[src/rtl/irq_exc_pkg.sv]
// irq_exc_pkg: shared state encoding, cause/vector constants and width helpers for irq_exc_ctrl
package irq_exc_pkg;
   typedef enum logic [1:0] {
      ST_USER    = 2'd0,
      ST_HANDLER = 2'd1,
      ST_RESUME  = 2'd2
   } irq_state_e;
   localparam logic CAUSE_ILLOP = 1'b1;
   localparam logic [31:0] VEC_IRQ_DFLT = 32'h8000_0004;
   localparam logic [31:0] VEC_EXC_DFLT = 32'h8000_0008;
   function automatic int cause_w(input int n);
      return $clog2(n) + 1;
   endfunction
   function automatic int id_w(input int n);
      return (n > 1) ? $clog2(n) : 1;
   endfunction
endpackage

[src/rtl/irq_arbiter.sv]
// irq_arbiter: combinational pick of one pending IRQ; round-robin when IRQ_CTRL_RR_EN is defined,
// otherwise fixed priority with the lowest index winning.
module irq_arbiter
   import irq_exc_pkg::*;
#(
   parameter int N_IRQ = 4
) (
`ifdef IRQ_CTRL_RR_EN
   input  logic [id_w(N_IRQ)-1:0] ptr_i,
`endif
   input  logic [N_IRQ-1:0]       pend_i,
   output logic                   valid_o,
   output logic [id_w(N_IRQ)-1:0] id_o
);
   localparam int IW = id_w(N_IRQ);
   assign valid_o = |pend_i;
   // Loops run from lowest to highest priority so the last hit wins.
   always_comb begin
      id_o = '0;
`ifdef IRQ_CTRL_RR_EN
      for (int k = N_IRQ; k >= 1; k--)
         if (pend_i[(int'(ptr_i) + k) % N_IRQ]) id_o = IW'((int'(ptr_i) + k) % N_IRQ);
`else
      for (int i = N_IRQ - 1; i >= 0; i--)
         if (pend_i[i]) id_o = IW'(i);
`endif
   end
endmodule

[src/rtl/irq_exc_ctrl.sv]
// irq_exc_ctrl: EX-stage interrupt/illegal-opcode controller issuing a one-cycle flush/redirect,
// capturing EPC/cause and tracking USER/HANDLER/RESUME. IRQ_CTRL_RR_EN selects round-robin arbitration.
module irq_exc_ctrl
   import irq_exc_pkg::*;
#(
   parameter int               N_IRQ    = 4,
   parameter int               PC_W     = 32,
   parameter logic [PC_W-1:0]  VEC_IRQ  = PC_W'(VEC_IRQ_DFLT),
   parameter logic [PC_W-1:0]  VEC_EXC  = PC_W'(VEC_EXC_DFLT),
   parameter logic [N_IRQ-1:0] MASK_RST = '1
) (
   input  logic                      clk_i,
   input  logic                      rst_ni,
   input  logic [N_IRQ-1:0]          irq_i,
   input  logic                      mask_we_i,
   input  logic [N_IRQ-1:0]          mask_wdata_i,
   input  logic                      illop_i,
   input  logic                      ex_valid_i,
   input  logic [PC_W-1:0]           ex_pc_i,
   input  logic                      eret_i,
   output logic                      take_o,
   output logic [PC_W-1:0]           take_vec_o,
   output logic [PC_W-1:0]           epc_o,
   output logic [cause_w(N_IRQ)-1:0] cause_o,
   output logic [N_IRQ-1:0]          irq_ack_o,
   output logic [N_IRQ-1:0]          pending_o,
   output logic                      in_handler_o
);
   localparam int CW = cause_w(N_IRQ);
   localparam int IW = id_w(N_IRQ);
   irq_state_e       state_q;
   logic [N_IRQ-1:0] mask_q, pending_q, irq_ack_q, irq_ack_d;
   logic [PC_W-1:0]  epc_q, epc_d;
   logic [CW-1:0]    cause_q, cause_d;
   logic             arb_valid, user_ex, take_irq;
   logic [IW-1:0]    arb_id;
`ifdef IRQ_CTRL_RR_EN
   logic [IW-1:0]    ptr_q;
`endif
   irq_arbiter #(.N_IRQ(N_IRQ)) u_arb (
`ifdef IRQ_CTRL_RR_EN
      .ptr_i   (ptr_q),
`endif
      .pend_i  (pending_q),
      .valid_o (arb_valid),
      .id_o    (arb_id)
   );
   assign user_ex    = ex_valid_i & ~ex_pc_i[PC_W-1];
   // Gating with rst_ni drops take the instant reset asserts, even with illop held high.
   assign take_o     = rst_ni & (state_q == ST_USER) & user_ex & (illop_i | arb_valid);
   assign take_irq   = take_o & ~illop_i;
   assign take_vec_o = illop_i ? VEC_EXC : VEC_IRQ;
   assign epc_d      = illop_i ? ex_pc_i + PC_W'(4) : ex_pc_i;
   assign cause_d    = illop_i ? CW'(CAUSE_ILLOP) << (CW - 1) : CW'(arb_id);
   assign irq_ack_d  = take_irq ? N_IRQ'(1) << arb_id : '0;
   always_ff @(posedge clk_i or negedge rst_ni)
      if (!rst_ni) begin
         state_q   <= ST_USER;
         mask_q    <= MASK_RST;
         pending_q <= '0;
         epc_q     <= '0;
         cause_q   <= '0;
         irq_ack_q <= '0;
`ifdef IRQ_CTRL_RR_EN
         ptr_q     <= IW'(N_IRQ - 1);
`endif
      end else begin
         pending_q <= irq_i & mask_q;
         irq_ack_q <= irq_ack_d;
         if (mask_we_i) mask_q <= mask_wdata_i;
         if (take_o) begin
            epc_q   <= epc_d;
            cause_q <= cause_d;
         end
`ifdef IRQ_CTRL_RR_EN
         if (take_irq) ptr_q <= arb_id;
`endif
         case (state_q)
            ST_USER:    if (take_o) state_q <= ST_HANDLER;
            ST_HANDLER: if (ex_valid_i & eret_i) state_q <= ST_RESUME;
            ST_RESUME:  if (user_ex) state_q <= ST_USER;
            default:    state_q <= ST_USER;
         endcase
      end
   assign epc_o        = epc_q;
   assign cause_o      = cause_q;
   assign irq_ack_o    = irq_ack_q;
   assign pending_o    = pending_q;
   assign in_handler_o = (state_q == ST_HANDLER);
endmodule

[config.mk]
export PLATFORM = sky130hd
export DESIGN_NAME = irq_exc_ctrl
export DESIGN_NICKNAME = d
export VERILOG_FILES = /design/src/rtl/irq_exc_pkg.sv /design/src/rtl/irq_arbiter.sv /design/src/rtl/irq_exc_ctrl.sv
export SDC_FILE = /design/constraint.sdc
export NUM_CORES = 1
export LEC_CHECK = 0
export CORE_MARGIN = 2
export CORE_UTILIZATION = 38
export CTS_CLUSTER_SIZE = 8
export DETAILED_ROUTE_END_ITERATION = 6
export GPL_ROUTABILITY_DRIVEN = 0
export PLACE_DENSITY_LB_ADDON = 0.12
export SLEW_MARGIN = 20
export SYNTH_ARGS = -nofsm -noshare
export SYNTH_HDL_FRONTEND = slang
export SYNTH_SLANG_ARGS = --single-unit
[constraint.sdc]
create_clock -name clk_i -period 1.5 [get_ports clk_i]
set_input_delay 0.225 -clock clk_i [delete_from_list [all_inputs] [get_ports clk_i]]
set_output_delay 0.225 -clock clk_i [all_outputs]
set_load 0.02 [all_outputs]
==> reports/results.md <==
* **count of antenna diodes in the layout** 0
* **global-route wire length before repair** 10800 µm
* **antenna violations before repair** 0
* **worst-skew pair later-pin latency** 0.30 ns
* **vertical die dimension** 88.0 µm
* **net total in the final layout** 485
* **transition time of the tightest slew-check pin** 0.622 ns
* **buffer depth of the longest clock path** 2
* **final max-slew violation count** 0
* **routed via count divided by cell count** 4.52
* **Clock Tree Root** clkbuf_8
* **Tot GR Track Use** 0.178
* **total gr overflow** 0
* **critical path cell sequence** nor3_2, nand2_2, nand2b_4, inv_2, buf_6
* **most frequent standard cell in the layout excluding fill and tap cells** buf_4
* **die footprint** 7750 µm²
* **mean routed wirelength per cell** 12.8 µm
* **final routed DRC violation total** 0
* **CP Data Arrival Time** 1.31 ns
* **fraction of layout instances using a drive strength above 1** 0.273
* **Initial DRC Count** 100
* **pin count of the biggest net entering global routing** 50
* **critical path startpoint category** flip-flop
* **largest area contributor in the netlist** dfrtp_1
* **Total Routed Length** 6840 µm
* **flip-flop and latch count after synthesis** 49
* **Hold Crit Class** in2async
* **post-synthesis cell count** 283
* **kind of capture point of the worst setup path** primary output
* **count of vias placed by the detailed router** 2417
* **overall power after layout** 4.99 mW
* **maximum fanout along the worst path** 2
* **area growth from synthesis to layout** 62.9%
* **Critical Path Start** pending_o[0]
* **cell area after synthesis** 2680 µm²
* **number of buffers and inverters on the critical path** 2
* **worst reg2reg path endpoint** epc_o[26]
* **clock transition at the register clock pins on the worst setup and hold paths after CTS** 0.09 ns
* **total of warnings raised by yosys** 0
* **Synth async-reset ratio** 1.00
* **share of total power in the clock network** 0.188
* **cell family with most CP delay** simple AND/OR/NAND/NOR gates
* **number of max-cap violations** 0
* **sequential share of power** 0.393
* **number of routed nets with antenna violations** 0
* **count of standard-cell rows** 30
* **depth of the worst register-to-register path** 7
* **most used flip-flop cell after synthesis** dfrtp_1
* **critical path required time** 1.27 ns
* **Cell Int Power** 3.17 mW
* **largest stage delay on the critical path** 0.39 ns
* **Max transition margin** 0.585
* **core area** 6830 µm²
* **critical register-to-register path startpoint** pending_o[0]
* **post-route fraction of the period consumed by the critical path** 1.02
* **vias in the first global route** 2334
* **Net Sw Frac** 0.364
* **DRT Pass-1 Iters** 4
* **clock skew after layout** 0.00698 ns
* **worst slack at placement** -0.640 ns
* **endpoints failing hold** 0
* **timing-limited maximum frequency** 0.652 GHz
* **slowest CP cell** dfrtp_1
* **count of hold-fix buffers inserted at cts** 0
* **status** complete, but fails checks
* **area fraction of the dominant cell type after synthesis** 0.420
* **Peak VDD IR** 0.478 mV
* **Comb pwr share** 0.419
* **Initial Util** 0.393
* **post-synthesis sequential area ratio** 0.459
* **I/O Pins** 123
* **final setup violating endpoints** 1
* **reg-to-reg slack, setup** 0.03 ns
* **RSZ-0062 raised after global routing** yes
* **power density over cell area** 1140 nW/µm²
* **violated checks** setup timing
* **average cell area after synthesis** 9.48 µm²
* **Die Span X** 88.0 µm
* **most frequent cells in the layout** 64 x buf_4, 47 x nand2_1, 45 x dfrtp_1
* **reported leakage power** 2.33 nW
* **Final Critical Period** 1.53 ns
* **number of buffers added on ports** 92
* **Net Switching** 1.81 mW
* **Cell variety after synth** 40
* **Setup WS post-layout** -0.0329 ns
* **HPWL after DPL** 5160 µm
* **H-tree level count** 2
* **number of clock sinks** 49
* **number of synthesized flops with an enable pin** 0
* **TritonCTS clock tree** built
* **Worst Setup Path Type** reg2out
* **top post-synthesis cells by area** dfrtp_1 42%, buf_4 8.7%, nand2_1 7.0%
* **number of buffers added by the clock tree synthesis step** 5
## metrics by stage
step                instances  TNS (ns)  hold slack, ns  area, µm²   util
floorplan                 311         0         -0.0706       2800      -
global placement          522    -16.84           0.394       4030  0.590
detailed placement        522    -19.14           0.390       4030  0.590
CTS                       532    -0.275          0.0561       4230  0.620
global route              535     -1.50           0.101       4370  0.640
finish                    535   -0.0329          0.0405       4370  0.640
## synthesized netlist by cell type, types with 2 or more instances
master,n
or3_1,2
a31oi_1,2
inv_1,3
nand2_1,50
xnor2_1,8
o21ai_1,17
clkbuf_1,7
nand4_1,9
nor4b_2,2
conb_1,2
and3_1,6
mux2_2,4
nor2_1,6
o21ai_0,11
nor4_2,2
nand3_1,14
dfrtp_1,45
nor2b_1,3
xor2_1,18
and2_1,9
nor3_1,4
buf_4,31
dfstp_2,4
and4_1,5
nand2b_1,4
## worst register-to-register path, stage by stage (launching register included)
cell	delay (ns)
dfrtp_1	0.39
nor3_2	0.23
nand2_2	0.12
nand2b_4	0.10
buf_8	0.22
buf_4	0.20
nand2_1	0.07
o21ai_1	0.07
## how the worst max path moves through the flow
stage                end  slack (ns)  cells after the start
3_5_place_dp   epc_o[29]       -0.64                      6
6_report          take_o       -0.03                      5
2_1_floorplan  epc_o[21]        0.02                      7
5_1_grt         epc_o[4]       -0.11                      7
3_3_place_gp      take_o       -0.56                      6
4_1_cts           take_o       -0.11                      5
## power groups by stage
| stage | logic [mW] | registers (mW) | clock network (mW) |
|---|---|---|---|
| finish | 2.09 | 1.96 | 0.936 |
| global route | 2.28 | 2.01 | 1.01 |
| CTS | 2.12 | 1.97 | 0.973 |
| detailed placement | 2.27 | 2.00 | 0 |
| global placement | 2.24 | 1.99 | 0 |
| floorplan | 0.575 | 2.48 | 0 |
## final cells by class
cell class / count / area, µm²
clock buffers: 6 / 72.6
clock inverters: 2 / 38.8
fillers: 605 / 2460
inverters: 3 / 11.3
multi-input cells: 219 / 1440
flip-flops and latches: 49 / 1230
well taps: 96 / 120
repair buffers: 160 / 1460
## logic make-up (layout without fill, tap and decap cells)
| logic type | count (synthesis) | after routing | share of synthesized area |
|---|---|---|---|
| adder cells (fa/ha/maj) | 1 | 1 | 0.00466 |
| AO/OA/AOI/OAI | 35 | 35 | 0.0723 |
| AND/OR/NAND/NOR | 123 | 123 | 0.253 |
| other | 2 | 30 | 0.00280 |
| multiplexers | 4 | 4 | 0.0168 |
| XOR/XNOR | 26 | 26 | 0.0849 |
| flip-flops | 49 | 49 | 0.459 |
| buffers and inverters | 43 | 171 | 0.107 |
## per-layer routing
layer	wire length [µm]	vias up	track usage
met5	0	-	0
met4	68	0	0.0427
met3	379	4	0.0339
met2	3360	71	0.302
met1	3030	1128	0.236
li1	-	1214	-
## sequential cells by signal (all words and copies together) (netlist names)
register and cells:
cause_o 3, epc_o 32, irq_ack_o 4, pending_o 4, state_q 2, mask_q 4
## what timing repair did
item                                    CTS  global route
pin swaps                                 8             6
endpoints found under the setup margin   60            46
setup buffers                             2             3
resized for setup                        78            39
(Power assumes the default switching activity.)
